**config.mk**
```make
export PLATFORM = sky130hd
export DESIGN_NAME = load_store_unit
export DESIGN_NICKNAME = d
export VERILOG_FILES = /design/src/rtl/load_store_unit_pkg.sv /design/src/rtl/load_store_unit_load_extend.sv /design/src/rtl/load_store_unit.sv
export SDC_FILE = /design/constraint.sdc
export NUM_CORES = 1
export LEC_CHECK = 0
export BUFFER_PORTS_ARGS = -buffer_cell sky130_fd_sc_hd__buf_2
export CAP_MARGIN = 20
export CORE_UTILIZATION = 30
export CTS_CLUSTER_SIZE = 12
export DETAILED_ROUTE_END_ITERATION = 10
export PLACE_DENSITY = 0.5
export SETUP_SLACK_MARGIN = 0.15
export SLEW_MARGIN = 20
export SYNTH_ARGS = -nofsm -noshare
export SYNTH_HDL_FRONTEND = slang
export SYNTH_SLANG_ARGS = --single-unit
```
**constraint.sdc**
```tcl
create_clock -name clk_in -period 2.8 [get_ports clk_in]
set_input_delay 0.28 -clock clk_in [delete_from_list [all_inputs] [get_ports clk_in]]
set_output_delay 0.28 -clock clk_in [all_outputs]
set_load 0.02 [all_outputs]
```
**src/rtl/load_store_unit_pkg.sv**
```systemverilog
// ---------------------------------------------------------------------------
// load_store_unit_pkg
// Shared constants for the load/store unit and its helpers:
//   - OP_ENUM_TYPE with the OP_LB..OP_SW operation codes
//   - ADDR_TYPE / DATA_TYPE word types
//   - LSU state encodings (LSU_IDLE, LSU_ACCESS, LSU_DONE)
//   - accessSize()   : bytes touched by an operation (1, 2 or 4)
//   - isMisaligned() : natural-alignment test used by the optional trap
// ---------------------------------------------------------------------------
package load_store_unit_pkg;

  localparam int LSU_ADDR_WIDTH = 32;
  localparam int LSU_DATA_WIDTH = 32;
  localparam int LSU_OP_WIDTH   = 6;

  typedef logic [LSU_ADDR_WIDTH-1:0] ADDR_TYPE;
  typedef logic [LSU_DATA_WIDTH-1:0] DATA_TYPE;

  typedef enum logic [LSU_OP_WIDTH-1:0] {
    OP_NONE = 6'd0,
    OP_LB   = 6'd1,
    OP_LH   = 6'd2,
    OP_LW   = 6'd3,
    OP_LBU  = 6'd4,
    OP_LHU  = 6'd5,
    OP_SB   = 6'd6,
    OP_SH   = 6'd7,
    OP_SW   = 6'd8
  } OP_ENUM_TYPE;

  // State encodings kept as plain constants so older modules can share them.
  localparam logic [1:0] LSU_IDLE   = 2'd0;
  localparam logic [1:0] LSU_ACCESS = 2'd1;
  localparam logic [1:0] LSU_DONE   = 2'd2;

  // Number of bytes moved over the 8-bit memory port for an operation.
  function automatic logic [2:0] accessSize(input logic [LSU_OP_WIDTH-1:0] op);
    case (op)
      OP_LH, OP_LHU, OP_SH: return 3'd2;
      OP_LW, OP_SW:         return 3'd4;
      default:              return 3'd1;
    endcase
  endfunction

  // Halfwords need an even address, words a multiple of four.
  function automatic logic isMisaligned(input logic [2:0] size,
                                        input logic [1:0] addrLow);
    return ((size == 3'd2) && addrLow[0]) ||
           ((size == 3'd4) && (addrLow != 2'b00));
  endfunction

endpackage

```
**src/rtl/load_store_unit_load_extend.sv**
```systemverilog
// ---------------------------------------------------------------------------
// load_extend
// Combinational sign/zero extension of an assembled load value.
// Ports:
//   i_value  : raw little-endian assembled bytes (unused upper lanes are 0)
//   i_op     : operation code (OP_LB/LH sign-extend, OP_LBU/LHU zero-extend,
//              anything else passes i_value through unchanged)
//   o_result : extended load result
// DATA_WIDTH is expected to be at least 32.
// ---------------------------------------------------------------------------
module load_extend
  import load_store_unit_pkg::*;
#(
  parameter int DATA_WIDTH = 32,
  parameter int OP_WIDTH   = 6
) (
  input  logic [DATA_WIDTH-1:0] i_value,
  input  logic [OP_WIDTH-1:0]   i_op,
  output logic [DATA_WIDTH-1:0] o_result
);

  // Byte and halfword loads take only the low lanes; the rest of the word is
  // filled from the top bit of the loaded item or with zeros.
  always_comb begin
    o_result = i_value;
    case (i_op)
      OP_LB:  o_result = {{(DATA_WIDTH-8){i_value[7]}}, i_value[7:0]};
      OP_LBU: o_result = {{(DATA_WIDTH-8){1'b0}}, i_value[7:0]};
      OP_LH:  o_result = {{(DATA_WIDTH-16){i_value[15]}}, i_value[15:0]};
      OP_LHU: o_result = {{(DATA_WIDTH-16){1'b0}}, i_value[15:0]};
      default: o_result = i_value;
    endcase
  end

endmodule

```
**src/rtl/load_store_unit.sv**
```systemverilog
// ---------------------------------------------------------------------------
// load_store_unit
// Executes one load or store at a time from the load/store buffer, moving the
// data byte-serially over the shared 8-bit memory port.
// Optional build macro: LSU_MISALIGN_TRAP_EN
//   defined   -> misaligned LH/LHU/SH/LW/SW skip memory traffic, finish the
//                cycle after acceptance and raise misalign_to_lsb with the end
//                pulse (data 0)
//   undefined -> misaligned accesses simply proceed byte by byte
// Ports:
//   clk_in, rst_in (sync, active-low), rdy_in (low freezes all state)
//   LSB request : enable_from_lsb, read_write_flag_from_lsb (1=store),
//                 op_enum_from_lsb, object_address_from_lsb, data_from_lsb
//   LSB result  : busy_to_lsb, end_to_lsb (1-cycle pulse), data_to_lsb
//   ROB         : roll_back_flag_from_rob (kills in-flight loads only)
//   Memory      : mem_req_out, mem_gnt_in (same cycle), mem_a_out,
//                 mem_dout_out, mem_wr_out, mem_din_in (cycle after a granted
//                 read)
//   misalign_to_lsb : only present with LSU_MISALIGN_TRAP_EN
// DATA_WIDTH is expected to be 32 (four byte lanes).
// ---------------------------------------------------------------------------
module load_store_unit
  import load_store_unit_pkg::*;
#(
  parameter int ADDR_WIDTH = 32,
  parameter int DATA_WIDTH = 32,
  parameter int OP_WIDTH   = 6
) (
  input  logic                  clk_in,
  input  logic                  rst_in,
  input  logic                  rdy_in,
  input  logic                  enable_from_lsb,
  input  logic                  read_write_flag_from_lsb,
  input  logic [OP_WIDTH-1:0]   op_enum_from_lsb,
  input  logic [ADDR_WIDTH-1:0] object_address_from_lsb,
  input  logic [DATA_WIDTH-1:0] data_from_lsb,
  output logic                  busy_to_lsb,
  output logic                  end_to_lsb,
  output logic [DATA_WIDTH-1:0] data_to_lsb,
  input  logic                  roll_back_flag_from_rob,
  output logic                  mem_req_out,
  input  logic                  mem_gnt_in,
  output logic [ADDR_WIDTH-1:0] mem_a_out,
  output logic [7:0]            mem_dout_out,
  output logic                  mem_wr_out,
  input  logic [7:0]            mem_din_in
`ifdef LSU_MISALIGN_TRAP_EN
  ,
  output logic                  misalign_to_lsb
`endif
);

  logic [1:0]            r_state;
  logic [OP_WIDTH-1:0]   r_op;
  logic [ADDR_WIDTH-1:0] r_addr;
  logic [DATA_WIDTH-1:0] r_storeData;
  logic [2:0]            r_size;
  logic [2:0]            r_k;
  logic                  r_isLoad;
  logic                  r_pendValid;
  logic [1:0]            r_pendLane;
  logic [DATA_WIDTH-1:0] r_assembled;
  logic                  r_misalign;

  logic                  w_issue;
  logic                  w_granted;
  logic                  w_lastIssue;
  logic                  w_lastCapture;
  logic                  w_accept;
  logic [2:0]            w_reqSize;
  logic                  w_trap;
  logic [DATA_WIDTH-1:0] w_extended;

  // A byte goes out while in ACCESS with bytes left to issue. Once a load has
  // issued every byte it just waits for the final capture without requesting.
  assign w_issue   = rdy_in && (r_state == LSU_ACCESS) && (r_k < r_size);
  assign w_granted = w_issue && mem_gnt_in;

  assign w_lastIssue   = (r_k == (r_size - 3'd1));
  assign w_lastCapture = r_pendValid && ({1'b0, r_pendLane} == (r_size - 3'd1));

  // A load arriving together with a flush belongs to the squashed path, so it
  // is dropped; stores are already committed and are always taken.
  assign w_accept  = enable_from_lsb &&
                     !(roll_back_flag_from_rob && !read_write_flag_from_lsb);
  assign w_reqSize = accessSize(op_enum_from_lsb);

`ifdef LSU_MISALIGN_TRAP_EN
  assign w_trap = isMisaligned(w_reqSize, object_address_from_lsb[1:0]);
`else
  assign w_trap = 1'b0;
`endif

  // Memory port: address walks upward from the latched base and wraps
  // naturally at the top of the address space.
  assign mem_req_out  = w_issue;
  assign mem_a_out    = w_issue ? (r_addr + ADDR_WIDTH'(r_k)) : '0;
  assign mem_dout_out = (w_issue && !r_isLoad) ?
                        r_storeData[{r_k[1:0], 3'b000} +: 8] : 8'h00;
  assign mem_wr_out   = w_granted && !r_isLoad;

  // Result side is decoded from the registered state.
  assign busy_to_lsb = (r_state != LSU_IDLE);
  assign end_to_lsb  = (r_state == LSU_DONE);
  assign data_to_lsb = (end_to_lsb && r_isLoad && !r_misalign) ? w_extended : '0;

`ifdef LSU_MISALIGN_TRAP_EN
  assign misalign_to_lsb = end_to_lsb && r_misalign;
`endif

  load_extend #(
    .DATA_WIDTH (DATA_WIDTH),
    .OP_WIDTH   (OP_WIDTH)
  ) u_loadExtend (
    .i_value  (r_assembled),
    .i_op     (r_op),
    .o_result (w_extended)
  );

  // Main sequencer. IDLE latches a request, ACCESS issues bytes and collects
  // load data one cycle behind each granted read, DONE emits the end pulse.
  // With rdy_in low nothing here moves.
  always_ff @(posedge clk_in) begin
    if (!rst_in) begin
      r_state     <= LSU_IDLE;
      r_op        <= '0;
      r_addr      <= '0;
      r_storeData <= '0;
      r_size      <= 3'd0;
      r_k         <= 3'd0;
      r_isLoad    <= 1'b0;
      r_pendValid <= 1'b0;
      r_pendLane  <= 2'd0;
      r_assembled <= '0;
      r_misalign  <= 1'b0;
    end else if (rdy_in) begin
      case (r_state)
        LSU_IDLE: begin
          r_pendValid <= 1'b0;
          if (w_accept) begin
            r_op        <= op_enum_from_lsb;
            r_addr      <= object_address_from_lsb;
            r_storeData <= data_from_lsb;
            r_size      <= w_reqSize;
            r_isLoad    <= !read_write_flag_from_lsb;
            r_k         <= 3'd0;
            r_assembled <= '0;
            r_misalign  <= w_trap;
            r_state     <= w_trap ? LSU_DONE : LSU_ACCESS;
          end
        end

        LSU_ACCESS: begin
          // The byte returned now belongs to the read granted last cycle,
          // independent of what the arbiter does this cycle.
          if (r_pendValid) begin
            r_assembled[{r_pendLane, 3'b000} +: 8] <= mem_din_in;
          end
          r_pendValid <= r_isLoad && w_granted;
          r_pendLane  <= r_k[1:0];
          if (w_granted) begin
            r_k <= r_k + 3'd1;
          end

          if (roll_back_flag_from_rob && r_isLoad) begin
            r_state     <= LSU_IDLE;
            r_pendValid <= 1'b0;
          end else if (!r_isLoad && w_granted && w_lastIssue) begin
            r_state <= LSU_DONE;
          end else if (r_isLoad && w_lastCapture) begin
            r_state <= LSU_DONE;
          end
        end

        LSU_DONE: begin
          r_state <= LSU_IDLE;
        end

        default: begin
          r_state <= LSU_IDLE;
        end
      endcase
    end
  end

endmodule
```
======== After elaboration in Yosys (flattened, before gate mapping) ========
Cells that the tools add are included.
word-level totals
  bits in registers ....................... 114
  bits of input ports ..................... 85
  output and inout port bits .............. 76
  logic and storage cells ................. 81
cells by class
  $add $sub $neg .......................... 4
  order comparisons ....................... 1
  equality and inequality tests ........... 17
  shifts and indexed selects .............. 3
  multiplexer cells ....................... 19
  reduce and logical (&&, ||, !) cells .... 27
operators with widths
  operator                                                count
  two-way mux 32 bit                                      4
  one-hot mux 32 bit (4 select lines)                     1
  one-hot mux 32 bit (2 select lines)                     1
  adder 32 x 3 -> 32 bit                                  1
  bitwise mux 32 bit                                      1
  variable shift 8 x 7 -> 32 bit (first input constant)   1
  variable part select 32 x 6 -> 8 bit                    1
  variable part select 8 x 7 -> 32 bit                    1
  equality test 6 x 3 -> 1 bit (second input constant)    4
  equality test 6 x 2 -> 1 bit (second input constant)    3
  logical AND 1 bit                                       13
  one-hot mux 3 bit (2 select lines)                      2
  two-way mux 2 bit                                       4
  two-way mux 8 bit                                       1
  AND reduction 4 bit                                     2
  negator 5 -> 7 bit                                      1
  equality test 6 x 1 -> 1 bit (second input constant)    1
  equality test 6 x 4 -> 1 bit (second input constant)    1
  two-way mux 3 bit                                       2
  inequality test 2 bit (second input constant)           3
  AND reduction 3 bit                                     2
  inequality test 4 x 1 -> 1 bit (second input constant)  1
  one-hot mux 2 bit (2 select lines)                      1
  AND reduction 2 bit                                     2
  other kinds (14)                                        17

======== Logic depth before layout (Yosys ltp) ========
  depth in word-level cells ............... 9
  depth in mapped cells ................... 9
  mapped depth without buffers ............ 8

======== Modules after synthesis ========
From an unflattened synthesis, not the netlist that was laid out.
unflattened totals
  cell total of the unflattened synthesis .. 857
  area total of the unflattened synthesis .. 6640.1 sq um
by module, submodules not included
  module           times used  cells an instance  area an instance (sq um)  sequential area each (sq um)
  load_store_unit  1           801                6209.7                    2282.2
  load_extend      1           56                 430.4                     0.0

======== Worst setup path after synthesis ========
OpenSTA, ideal clock, no wires.
  kind .................................... reg2out
  start point ............................. register r_k[0]
  end point ............................... output port mem_a_out[21]
  arrival ................................. 2.105 ns
  required time ........................... 2.520 ns
  slack ................................... 0.415 ns
  stages on the path, launching flop included .. 10
  buffers on the path ..................... 3
  cells stage by stage .................... dfxtp_1 -> buf_1 -> inv_1 -> ha_1 -> nor2b_1 -> o21ai_1 -> nand2_1 -> buf_2 -> buf_1 -> nor2_1
between the ends
  cells in the longest elaborated chain, start to end .. 3
  elaborated cells on any way between the ends .. 4
  those cells by class .................... 1 x add/sub; 1 x order compare; 1 x mux; 1 x reduce/logical
ends and longest elaborated chain
  element                                                         RTL line                RTL
  from (decl)                                                     load_store_unit.sv:58   logic [2:0] r_k;
  from (signal assigned)                                          load_store_unit.sv:162  r_k <= r_k + 3'd1;
  branches (longest 2 deep; another with adder 32 x 3 -> 32 bit)  --
  two-way mux 32 bit (*)                                          load_store_unit.sv:97   assign mem_a_out = w_issue ? (r_addr + ADDR_WIDTH'(r_k)) : '0;
  to (decl)                                                       load_store_unit.sv:43   output logic [ADDR_WIDTH-1:0] mem_a_out,
Every way passes the cells marked *.

======== Worst setup path after layout ========
  start point ............................. register r_k[0]
  end point ............................... output port mem_a_out[12]
The elaborated chain is that of the path after synthesis.

==> results.cfg <==
[sta]
rsz0062_at_grt = true
final.min_clock_period_ns = 2.61
fin_crit_sh_pct = 93.1
worst_pin_slew_ns = 0.645
slew_headroom_pct = 57.0
hold_viol = 0
fin_tns_setup_ns = 0
slew_viol_final = 0
skew_ns = 0.00712
fmax_mhz = 384
report.final.setup_viol = 0

[synthesis]
synthFlopType = dfxtp_1
synth-seq-area-share_pct = 39.0
ys_types = 53
ys_warn_count = 0
synthCells = 756
synthArstFlopShare_pct = 0
synth_edf_count = 0
yosys_register_bits = 114
avgSynthCellArea_um2 = 7.75
syn_nets = 854
synth.cell_area_um2 = 5860

[job]
cap_violations = 0

[final_layout]
area_growth_pct = 33.7
fin_nets = 1016
drive_gt1_share_pct = 28.5
num-fill-cells = 2025
final_cells = 1190

[setup_path]
crit_family = adder cells
critPathMaxFanout = 6
reg2reg_to = r_assembled[3]
crit_top_cell = nor2_1
cp.required_ns = 2.52
cp-end-kind = primary output
start_kind = flop
reg2reg_slack_ns = 0.68
path_cells = ha_4, fa_2, a21o_1, nand4_1, buf_6, nor2_1, xnor2_1, nor2_1, buf_4
reg2reg_depth = 6
critPathMaxStageDelay_ns = 0.39
worstPathArrival_ns = 2.33
slowest_stage = fa_2
path_class = flop to primary output
crit_buf_inv = 2
r2r-start = r_pendLane[0]

[drt]
ant_nets = 0
drtPass1Iterations = 5
drtIter0Drc = 188
drc_errors = 0
vias = 5718
routed_wl_mm = 18.0
viasPerCell = 4.81
wire_per_inst_um = 15.1

[power]
p_sw_mw = 1.03
vdd_drop_max_v = 0.000451
leakage_nw = 3.08
pwr-share-clk_pct = 51.7
seqPwrFrac_pct = 39.5
intPower_mw = 3.32
switching_share_pct = 23.6
power.density_nw_per_um2 = 555
total_power_mw = 4.35
p_comb_share_pct = 8.8

[clock_network]
cts_hold_buf = 0
clk_latency_ns = 0.41
clockRootBuffer = clkbuf_16
clockBufferDepth = 2
cts_buffers = 17
h-tree-depth = 4
cts_tree = yes
clkSinkCount = 114
clkSlewWorstSetupHoldPaths_ns = 0.05

[floorplan]
die_h_um = 142
die-area_um2 = 20100
initial_core_util_pct = 31.0
num_io_pins = 161
core_area_um2 = 18900
die_w_um = 142
rows = 50

[worst_hold_path]
holdCritPathClass = input port to flop
holdPathStages = 2
holdPathEnd = r_isLoad
hold_start = read_write_flag_from_lsb

[global_routing]
overflow = 0
track_usage_pct = 18.1
first_global_vias = 5290
grt_max_degree = 44
antenna_found_initial = 1
grt_pass1_wl_mm = 28.0

[placed_design]
io_buffers = 160
gp_congestion = 0.774
dp_hpwl_mm = 12.5
placed_cells = 1153

[status]
outcome = finished, final reports clean
[per-layer routing]
layer / GRT usage, % / up-vias / wire length (µm)
met4: 7.02 / 0 / 332
met5: 0 / - / 0
met2: 29.2 / 134 / 8540
met1: 23.7 / 2653 / 8400
li1: - / 2911 / -
met3: 3.44 / 20 / 753
[metrics by stage]
stage	utilization [%]	setup slack [ns]	instance area (µm²)	hold slack [ns]
3_3_place_gp	36.9	0.454	6980	0.443
2_1_floorplan	-	0.415	5860	0.376
3_5_place_dp	36.9	0.439	6980	0.444
6_report	41.5	0.194	7830	0.0941
5_1_grt	41.5	0.0530	7830	0.0812
4_1_cts	40.3	0.157	7610	0.0797
[layout by cell type (no fill, tap or decap), types with 3 or more instances in the layout]
master,instances
o21ai_0,10
a211oi_1,6
dfxtp_2,6
nor3_1,6
nor2_1,44
buf_4,37
and3_1,12
clkinv_2,5
bufinv_16,4
nand4_1,5
nor3_4,3
clkinvlp_4,3
nor4_1,3
a22o_1,8
inv_1,12
dfxtp_1,106
nand2_1,174
xnor2_1,28
xor2_1,6
nand2b_1,29
nor3b_1,3
o21a_1,16
nor4_4,3
nor2b_1,11
nand3_1,37
a21oi_1,113
buf_2,150
clkbuf_16,17
mux4_2,8
ha_1,10
[layout make-up]
cell class / count / area (µm²) / share of cell area (%)
Clock inverter: 11 / 163 / 2.08
Sequential cell: 114 / 2300 / 29.3
Multi-Input combinational cell: 583 / 3500 / 44.7
Tap cell: 260 / 325 / 4.15
Timing Repair Buffer: 189 / 1050 / 13.4
Antenna cell: 1 / 2.50 / 0.0320
Inverter: 13 / 50.0 / 0.639
Clock buffer: 19 / 443 / 5.66
[cell families after synthesis]
family / count (synthesis) / synth area share (%)
AOI/OAI and AO/OA: 164 / 15.8
and+or+nand+nor: 361 / 29.5
DFF: 114 / 39.0
muxes: 9 / 3.25
xor gates and xnor gates: 35 / 5.49
adders and majority gates: 13 / 2.90
buffers and inverters: 60 / 4.10
[Yosys cell counts (all sizes together), types with 2 or more instances]
cell type,instances,area [µm²]
nand2,174,653
a21oi,114,571
dfxtp,114,2280
nor2,45,169
clkbuf,39,146
nand3,39,195
nand2b,30,188
xnor2,28,245
o21a,16,120
and3,13,81.3
ha,12,150
inv,12,45.0
nor2b,11,68.8
nor3,11,55.1
o21ai,11,55.1
a22o,8,70.1
buf,8,45.0
mux4,8,180
nor4,7,62.6
a211oi,6,45.0
xor2,6,52.6
nand4,5,31.3
nor3b,5,47.5
or3,4,26.3
and4,3,27.5
nor4b,3,38.8
or4,3,22.5
a21o,2,15.0
and2,2,12.5
nand3b,2,15.0
or2,2,12.5
[what timing repair did]
action	CTS	global route
resized for setup	7	42
cloned	0	2
setup endpoints to repair	24	37
pin swaps	1	22
buffers inserted	0	4
[power groups by stage]
stage               combinational [mW]  sequential, mW  clock (mW)
global route                     0.427            1.72        2.38
detailed placement               0.386            1.75           0
global placement                 0.386            1.75           0
floorplan                        0.228            1.74           0
CTS                              0.388            1.72        2.30
finish                           0.383            1.72        2.25
[state kept, by name, indices dropped and copies added (netlist names)]
register     count
r_assembled     32
r_isLoad         1
r_state          2
r_storeData     32
r_pendValid      1
r_pendLane       2
r_size           3
r_k              3
r_addr          32
r_op             6
[how the worst max path moves through the flow]
stage,startpoint,to,slack (ns),depth (start not counted)
after floorplan,r_k[0],mem_a_out[21],0.41,9
after global routing,r_k[0],mem_a_out[20],0.05,9
after CTS,r_addr[0],mem_a_out[16],0.16,9
after detailed placement,r_addr[12],mem_a_out[27],0.44,6
after global placement,r_addr[11],mem_a_out[31],0.45,6
final,r_k[0],mem_a_out[12],0.19,9
(Power assumes the default switching activity.)
